$ cat src/rtl/uart_alu_top.sv
// Serial-controlled ALU: receives A, B and an opcode over UART 8N1, then returns A op B as one frame.
// Optional RX_FRAMING_CHECK_EN: drop bytes whose stop bit samples 0 and re-arm only once the line is high.
`timescale 1ns/1ps
module uart_alu_top #(
  parameter int NB_DATA  = 8,
  parameter int SB_TICK  = 16,
  parameter int NB_CODE  = 6,
  parameter int NB_STATE = 2,
  parameter int BAUD_DIV = 326
) (
  input  logic i_clk,
  input  logic i_reset,
  input  logic i_rx,
  output logic o_tx
);
  localparam int NB_TCK = $clog2(SB_TICK);
  localparam int NB_BIT = $clog2(NB_DATA);
  localparam int NB_DIV = $clog2(BAUD_DIV);

  localparam logic [2:0] RX_IDLE = 3'd0, RX_START = 3'd1, RX_DATA = 3'd2, RX_STOP = 3'd3;
`ifdef RX_FRAMING_CHECK_EN
  localparam logic [2:0] RX_WAIT_HI = 3'd4;
`endif
  localparam logic [1:0] TX_IDLE = 2'd0, TX_START = 2'd1, TX_DATA = 2'd2, TX_STOP = 2'd3;
  localparam logic [NB_STATE-1:0] WAIT_A = 'd0, WAIT_B = 'd1, WAIT_OP = 'd2, SEND = 'd3;

  localparam logic [NB_CODE-1:0] OP_ADD = 'b100000, OP_SUB = 'b100010, OP_AND = 'b100100,
                                 OP_OR  = 'b100101, OP_XOR = 'b100110, OP_NOR = 'b100111,
                                 OP_SRA = 'b000011, OP_SRL = 'b000010;

  logic [NB_DIV-1:0]  div_cnt;
  logic               tick;
  logic               rx_q1, rx_s;
  logic [2:0]         rx_st;
  logic [NB_TCK-1:0]  rx_tck;
  logic [NB_BIT-1:0]  rx_bit;
  logic [NB_DATA-1:0] rx_sh;
  logic               rx_done;
  logic [1:0]         tx_st;
  logic [NB_TCK-1:0]  tx_tck;
  logic [NB_BIT-1:0]  tx_bit;
  logic [NB_DATA-1:0] tx_sh;
  logic               tx_done, tx_start;
  logic [NB_STATE-1:0] state;
  logic [NB_DATA-1:0] a_reg, b_reg, result, alu_out;
  logic               sent;

  assign tick = (div_cnt == NB_DIV'(BAUD_DIV-1));

  always_ff @(posedge i_clk or negedge i_reset) begin
    if (!i_reset) div_cnt <= '0;
    else          div_cnt <= tick ? '0 : div_cnt + 1'b1;
  end

  always_ff @(posedge i_clk or negedge i_reset) begin
    if (!i_reset) begin
      rx_q1 <= 1'b1;
      rx_s  <= 1'b1;
    end else begin
      rx_q1 <= i_rx;
      rx_s  <= rx_q1;
    end
  end

  // Receiver: start is re-checked at mid-bit, then every bit is sampled near its centre.
  always_ff @(posedge i_clk or negedge i_reset) begin
    if (!i_reset) begin
      rx_st <= RX_IDLE; rx_tck <= '0; rx_bit <= '0; rx_sh <= '0; rx_done <= 1'b0;
    end else begin
      rx_done <= 1'b0;
      case (rx_st)
        RX_IDLE: if (!rx_s) begin rx_st <= RX_START; rx_tck <= '0; end
        RX_START: if (tick) begin
          if (rx_tck == NB_TCK'(SB_TICK/2-1)) begin
            rx_tck <= '0; rx_bit <= '0;
            rx_st  <= rx_s ? RX_IDLE : RX_DATA;
          end else rx_tck <= rx_tck + 1'b1;
        end
        RX_DATA: if (tick) begin
          if (rx_tck == NB_TCK'(SB_TICK-1)) begin
            rx_tck <= '0;
            rx_sh  <= {rx_s, rx_sh[NB_DATA-1:1]};
            if (rx_bit == NB_BIT'(NB_DATA-1)) rx_st <= RX_STOP;
            else rx_bit <= rx_bit + 1'b1;
          end else rx_tck <= rx_tck + 1'b1;
        end
        RX_STOP: if (tick) begin
          if (rx_tck == NB_TCK'(SB_TICK-1)) begin
`ifdef RX_FRAMING_CHECK_EN
            rx_done <= rx_s;
            rx_st   <= rx_s ? RX_IDLE : RX_WAIT_HI;
`else
            rx_done <= 1'b1;
            rx_st   <= RX_IDLE;
`endif
          end else rx_tck <= rx_tck + 1'b1;
        end
`ifdef RX_FRAMING_CHECK_EN
        RX_WAIT_HI: if (rx_s) rx_st <= RX_IDLE;
`endif
        default: rx_st <= RX_IDLE;
      endcase
    end
  end

  always_ff @(posedge i_clk or negedge i_reset) begin
    if (!i_reset) begin
      tx_st <= TX_IDLE; tx_tck <= '0; tx_bit <= '0; tx_sh <= '0; tx_done <= 1'b0; o_tx <= 1'b1;
    end else begin
      tx_done <= 1'b0;
      case (tx_st)
        TX_IDLE: begin
          o_tx <= 1'b1;
          if (tx_start) begin
            tx_sh <= result; tx_tck <= '0; o_tx <= 1'b0; tx_st <= TX_START;
          end
        end
        TX_START: if (tick) begin
          if (tx_tck == NB_TCK'(SB_TICK-1)) begin
            tx_tck <= '0; tx_bit <= '0; o_tx <= tx_sh[0]; tx_st <= TX_DATA;
          end else tx_tck <= tx_tck + 1'b1;
        end
        TX_DATA: if (tick) begin
          if (tx_tck == NB_TCK'(SB_TICK-1)) begin
            tx_tck <= '0;
            if (tx_bit == NB_BIT'(NB_DATA-1)) begin
              o_tx <= 1'b1; tx_st <= TX_STOP;
            end else begin
              tx_bit <= tx_bit + 1'b1;
              tx_sh  <= tx_sh >> 1;
              o_tx   <= tx_sh[1];
            end
          end else tx_tck <= tx_tck + 1'b1;
        end
        TX_STOP: if (tick) begin
          if (tx_tck == NB_TCK'(SB_TICK-1)) begin
            tx_done <= 1'b1; tx_st <= TX_IDLE;
          end else tx_tck <= tx_tck + 1'b1;
        end
        default: tx_st <= TX_IDLE;
      endcase
    end
  end

  // The opcode is consumed straight off the receiver so the result is ready the cycle after rx_done.
  always_comb begin
    alu_out = '0;
    case (rx_sh[NB_CODE-1:0])
      OP_ADD: alu_out = a_reg + b_reg;
      OP_SUB: alu_out = a_reg - b_reg;
      OP_AND: alu_out = a_reg & b_reg;
      OP_OR:  alu_out = a_reg | b_reg;
      OP_XOR: alu_out = a_reg ^ b_reg;
      OP_NOR: alu_out = ~(a_reg | b_reg);
      OP_SRA: alu_out = $signed(a_reg) >>> b_reg;
      OP_SRL: alu_out = a_reg >> b_reg;
      default: alu_out = '0;
    endcase
  end

  assign tx_start = (state == SEND) && !sent;

  always_ff @(posedge i_clk or negedge i_reset) begin
    if (!i_reset) begin
      state <= WAIT_A; a_reg <= '0; b_reg <= '0; result <= '0; sent <= 1'b0;
    end else begin
      case (state)
        WAIT_A:  if (rx_done) begin a_reg <= rx_sh; state <= WAIT_B; end
        WAIT_B:  if (rx_done) begin b_reg <= rx_sh; state <= WAIT_OP; end
        WAIT_OP: if (rx_done) begin result <= alu_out; sent <= 1'b0; state <= SEND; end
        SEND: begin
          sent <= 1'b1;
          if (tx_done) state <= WAIT_A;
        end
        default: state <= WAIT_A;
      endcase
    end
  end
endmodule

$ cat config.mk
export PLATFORM = sky130hd
export DESIGN_NAME = uart_alu_top
export DESIGN_NICKNAME = d
export VERILOG_FILES = /design/src/rtl/uart_alu_top.sv
export SDC_FILE = /design/constraint.sdc
export NUM_CORES = 1
export LEC_CHECK = 0
export ABC_CLOCK_PERIOD_IN_PS = 2900
export BUFFER_PORTS_ARGS = -buffer_cell sky130_fd_sc_hd__buf_2
export CORE_MARGIN = 3
export CORE_UTILIZATION = 35
export CTS_BUF_LIST = sky130_fd_sc_hd__clkbuf_8
export DETAILED_ROUTE_END_ITERATION = 10
export HOLD_SLACK_MARGIN = 0.08
export PLACE_DENSITY = 0.54
export SYNTH_ARGS = -nofsm -noshare
export SYNTH_HDL_FRONTEND = slang
export SYNTH_SLANG_ARGS = --single-unit
$ cat constraint.sdc
create_clock -name i_clk -period 2.9 [get_ports i_clk]
set_input_delay 0.435 -clock i_clk [delete_from_list [all_inputs] [get_ports i_clk]]
set_output_delay 0.435 -clock i_clk [all_outputs]
set_load 0.05 [all_outputs]
==> impl_metrics.csv <==
group,metric,value,unit
layout,flow.area_growth_from_synthesis,9.74,%
global_route,grt_antenna_before_repair,0,
cts,htree_depth,3,
synth,async_reset_ff_frac,1.00,
timing,fin_crit,2.86,ns
min_path,worstHoldPathType,"input port to flop",
floorplan,fp.coreArea,0.0142,mm²
worst_setup_path,start_point_of_the_critical_path,"rx_sh[3]",
drt,drt-vias-per-instance,5.50,
synth,synth_area_leader_cell,"dfrtp_1",
placement,dp.cells,721,
drt,first_pass_iters,5,
cts,clk_transition_reported_paths,0.08,ns
cts,max_root_sink_buffers,2,
synth,synth.top_cells.by_area,"dfrtp_1 35%, ha_1 12%, mux2_2 6.7%",
worst_setup_path,timing.critical_path.to,"result[7]",
global_route,gr-usage-all-layers,0.155,
synth,synth.ff_latch_count,75,
worst_setup_path,r2r_end,"result[7]",
placement,dpl_worst_slack,0.0265,ns
power_and_ir_drop,power.share.sequential,0.566,
timing,unrepaired_setup_endpoints_after_global_routing,"true",
synth,post_synthesis_simple_gate_area_fraction,0.150,
timing,fin_crit_sh,0.986,
power_and_ir_drop,combinational_group_share_of_total_power,0.012,
timing,final-hold-violation-count,0,
synth,mappedNetlistNets,598,
worst_setup_path,critical_path_arrival,3.11,ns
min_path,worstHoldStart,"i_rx",
global_route,globalRoute.totalOverflow,0,
power_and_ir_drop,power.switching,0.445,mW
drt,post-route-drc-count,0,
floorplan,pin_count,4,
timing,worst_slack,0.0410,ns
timing,timing.max_slew.rel_slack,0.347,
synth,yosys.area_share.xor_xnor,0.0469,
drt,finalWirelength,12000,µm
drt,detailedRoute.firstIterationViolations,299,
synth,synth_compound_gate_area_share,0.157,
timing,finalClockSkew,0.0162,ns
cts,numClockSinks,75,
synth,synth-seq-area-share,0.361,
synth,synth_ff_type,"dfrtp_1",
power_and_ir_drop,total_power,1.85,mW
placement,port_buffers,3,
cts,numCtsBuffers,9,
global_route,first_global_vias,3993,
drt,per_cell_routed_wire_length,16.3,µm
timing,maxClockFrequency,350,MHz
power_and_ir_drop,max_ir_drop_vdd,0.209,mV
drt,antenna_left,0,
drt,num_vias,4050,
timing,slew_viol_final,0,
worst_setup_path,criticalPathCategory,"flop to flop",
run,max_cap_viol_count,0,
floorplan,num_rows,43,
worst_setup_path,timing.reg2reg.setup_slack,0.04,ns
floorplan,fp.dieH,128,µm
synth,post-synth-top-area-fraction,0.346,
synth,per_instance_average_area_after_synthesis,9.53,µm²
power_and_ir_drop,power.density,324,mW/mm²
cts,clock_insertion_delay_worst_skew,0.37,ns
worst_setup_path,worst_r2r_src,"rx_sh[3]",
power_and_ir_drop,switching_share,0.240,
worst_setup_path,worst-r2r-cell-count,11,
worst_setup_path,crit_path_top_delay_cell,"or4b_4",
worst_setup_path,cp_cell_sequence,"or4b_4 -> nor2_4 -> mux2_4 -> inv_2 -> ha_4 -> nor2b_4 -> o2111ai_2 -> nand3_2 -> o41ai_4 -> xnor2_1 -> a31o_1",
worst_setup_path,critical_path.endpoint_type,"flop",
timing,setup_viol,0,
layout,largest_reg_flops,9,
cts,ctsHoldBuffers,0,
layout,layout-drive-gt1-share,0.169,
worst_setup_path,worst-path-max-fanout,4,
power_and_ir_drop,power.leakage,2.47,nW
synth,main_combinational_cell_family_by_area_after_synthesis,"compound AO/OA/AOI/OAI gates",
layout,final_cells,737,
synth,multiplexer_area_fraction_after_synthesis,0.118,
layout,max_flop_register,"div_cnt",
power_and_ir_drop,pwr-share-clk,0.422,
worst_setup_path,cp_slowest_stage_delay,0.57,ns
synth,combined_area_of_all_synthesized_cells,0.00520,mm²
outcome,outcome,"finished, final reports clean",
timing,setup-tns-final,0,ns
synth,synth_adder_area_share,0.119,
layout,fill_count,1453,
cts,tritoncts,"yes",
cts,ctsRootBufferMaster,"clkbuf_8",
floorplan,initial_utilization,0.366,
layout,final_design_area_no_fill,0.00571,mm²
placement,dp_hpwl,8620,µm
synth,synth_enable_flop_cells,0,
layout,antenna_cells,0,
worst_setup_path,cp-start-kind,"flop",
placement,globalplace.congestion,0.936,
floorplan,dieArea,0.0164,mm²
worst_setup_path,path_buf_inv,1,
synth,ys_types,69,
synth,yosysWarningCount,0,
synth,yosysMostFrequentCell,"dfrtp_1",
global_route,grt_max_degree,76,
floorplan,die_x,128,µm
synth,post_synth_most_frequent_cells,"72 x dfrtp_1, 49 x nand2_1, 48 x ha_1, 46 x nor2_1",
power_and_ir_drop,internal_power,1.41,mW
synth,syn-instance-count,546,
worst_setup_path,critical_path_required,3.15,ns
timing,worst_pin_slew,0.980,ns
placement,placedInstanceArea,0.00548,mm²
worst_setup_path,cpLargestDelayFamily,"simple AND/OR/NAND/NOR gates",
worst_setup_path,critical_path_depth,11,
layout,final_nets,604,
global_route,first_pass_grt_wire_length,20200,µm
how the worst min path moves through the flow:
stage / endpoint / slack (ns) / cells after the start
finish: rx_q1 / 0.16 / 1
global route: rx_q1 / 0.13 / 1
CTS: rx_q1 / 0.14 / 1
detailed placement: rx_s / 0.35 / 0
global placement: rx_s / 0.35 / 0
floorplan: a_reg[0] / 0.14 / 0
power groups by stage:
| stage | Clock [mW] | Sequential (mW) | Combinational [mW] |
|---|---|---|---|
| after floorplan | 0 | 1.07 | 0.0000143 |
| after global placement | 0 | 1.07 | 0.0237 |
| after detailed placement | 0 | 1.07 | 0.0241 |
| after CTS | 0.811 | 1.05 | 0.0241 |
| after global routing | 0.855 | 1.05 | 0.0267 |
| final | 0.782 | 1.05 | 0.0217 |
routing by layer:
| layer | wire [µm] | vias to the layer above | global-route usage |
|---|---|---|---|
| met5 | 0 | - | 0 |
| met1 | 5850 | 1961 | 0.213 |
| met4 | 325 | 0 | 0.0749 |
| met3 | 533 | 27 | 0.0329 |
| met2 | 5340 | 94 | 0.233 |
| li1 | - | 1968 | - |
through the flow:
| step | hold WS, ns | util |
|---|---|---|
| after CTS | 0.136 | 0.399 |
| after floorplan | 0.139 | - |
| after global routing | 0.126 | 0.402 |
| after global placement | 0.346 | 0.386 |
| final | 0.160 | 0.402 |
| after detailed placement | 0.347 | 0.386 |
worst register-to-register path: cells and delay by family (launching register included):
family	cells	cell delay [ns]
flops	1	0.38
simple gates	4	0.97
compound gates	3	0.70
xor+xnor	1	0.10
fa+ha+maj	1	0.19
mux	1	0.34
buf+inv	1	0.07
cells in the final DEF, fill, tap and decap left out, types with 3 or more instances in the layout:
cell type	n
nand3_1	14
nor4_1	5
dfrtp_1	72
o31ai_1	6
ha_1	47
nor2_1	46
nand2_1	49
o21ai_1	3
and3_1	5
xnor2_1	17
xor2_1	9
a22oi_1	3
mux2i_1	22
o21ai_0	30
a22o_1	9
and2_1	3
o22ai_1	3
nor2b_1	6
buf_4	20
a21oi_1	21
o21a_1	4
mux2_2	30
clkinvlp_4	3
a211oi_1	5
nand2b_1	4
inv_1	29
dfstp_2	3
nor3_1	9
a31oi_1	7
clkbuf_8	11
o211ai_1	4
layout make-up:
| type | count | area [µm²] | share of cell area |
|---|---|---|---|
| Clock inverter | 5 | 36.3 | 0.00635 |
| Tap cell | 180 | 225 | 0.0394 |
| Sequential cell | 75 | 1880 | 0.329 |
| Clock buffer | 11 | 151 | 0.0265 |
| Multi-Input combinational cell | 412 | 3140 | 0.549 |
| Timing Repair Buffer | 22 | 160 | 0.0280 |
| Inverter | 32 | 120 | 0.0210 |
kinds of logic (layout without fill, tap and decap cells):
logic type,count (synthesis),in the layout
muxes,55,55
buffers and inverters,59,70
xor gates and xnor gates,27,27
AOI/OAI and AO/OA,121,121
adders and majority gates,49,49
and+or+nand+nor,160,160
DFF,75,75
what timing repair did:
action	CTS	global route
endpoints found under the setup margin	0	3
endpoints found under the hold margin	0	0
gates resized for setup	0	10
buffers inserted	0	0
(Power assumes the default switching activity.)
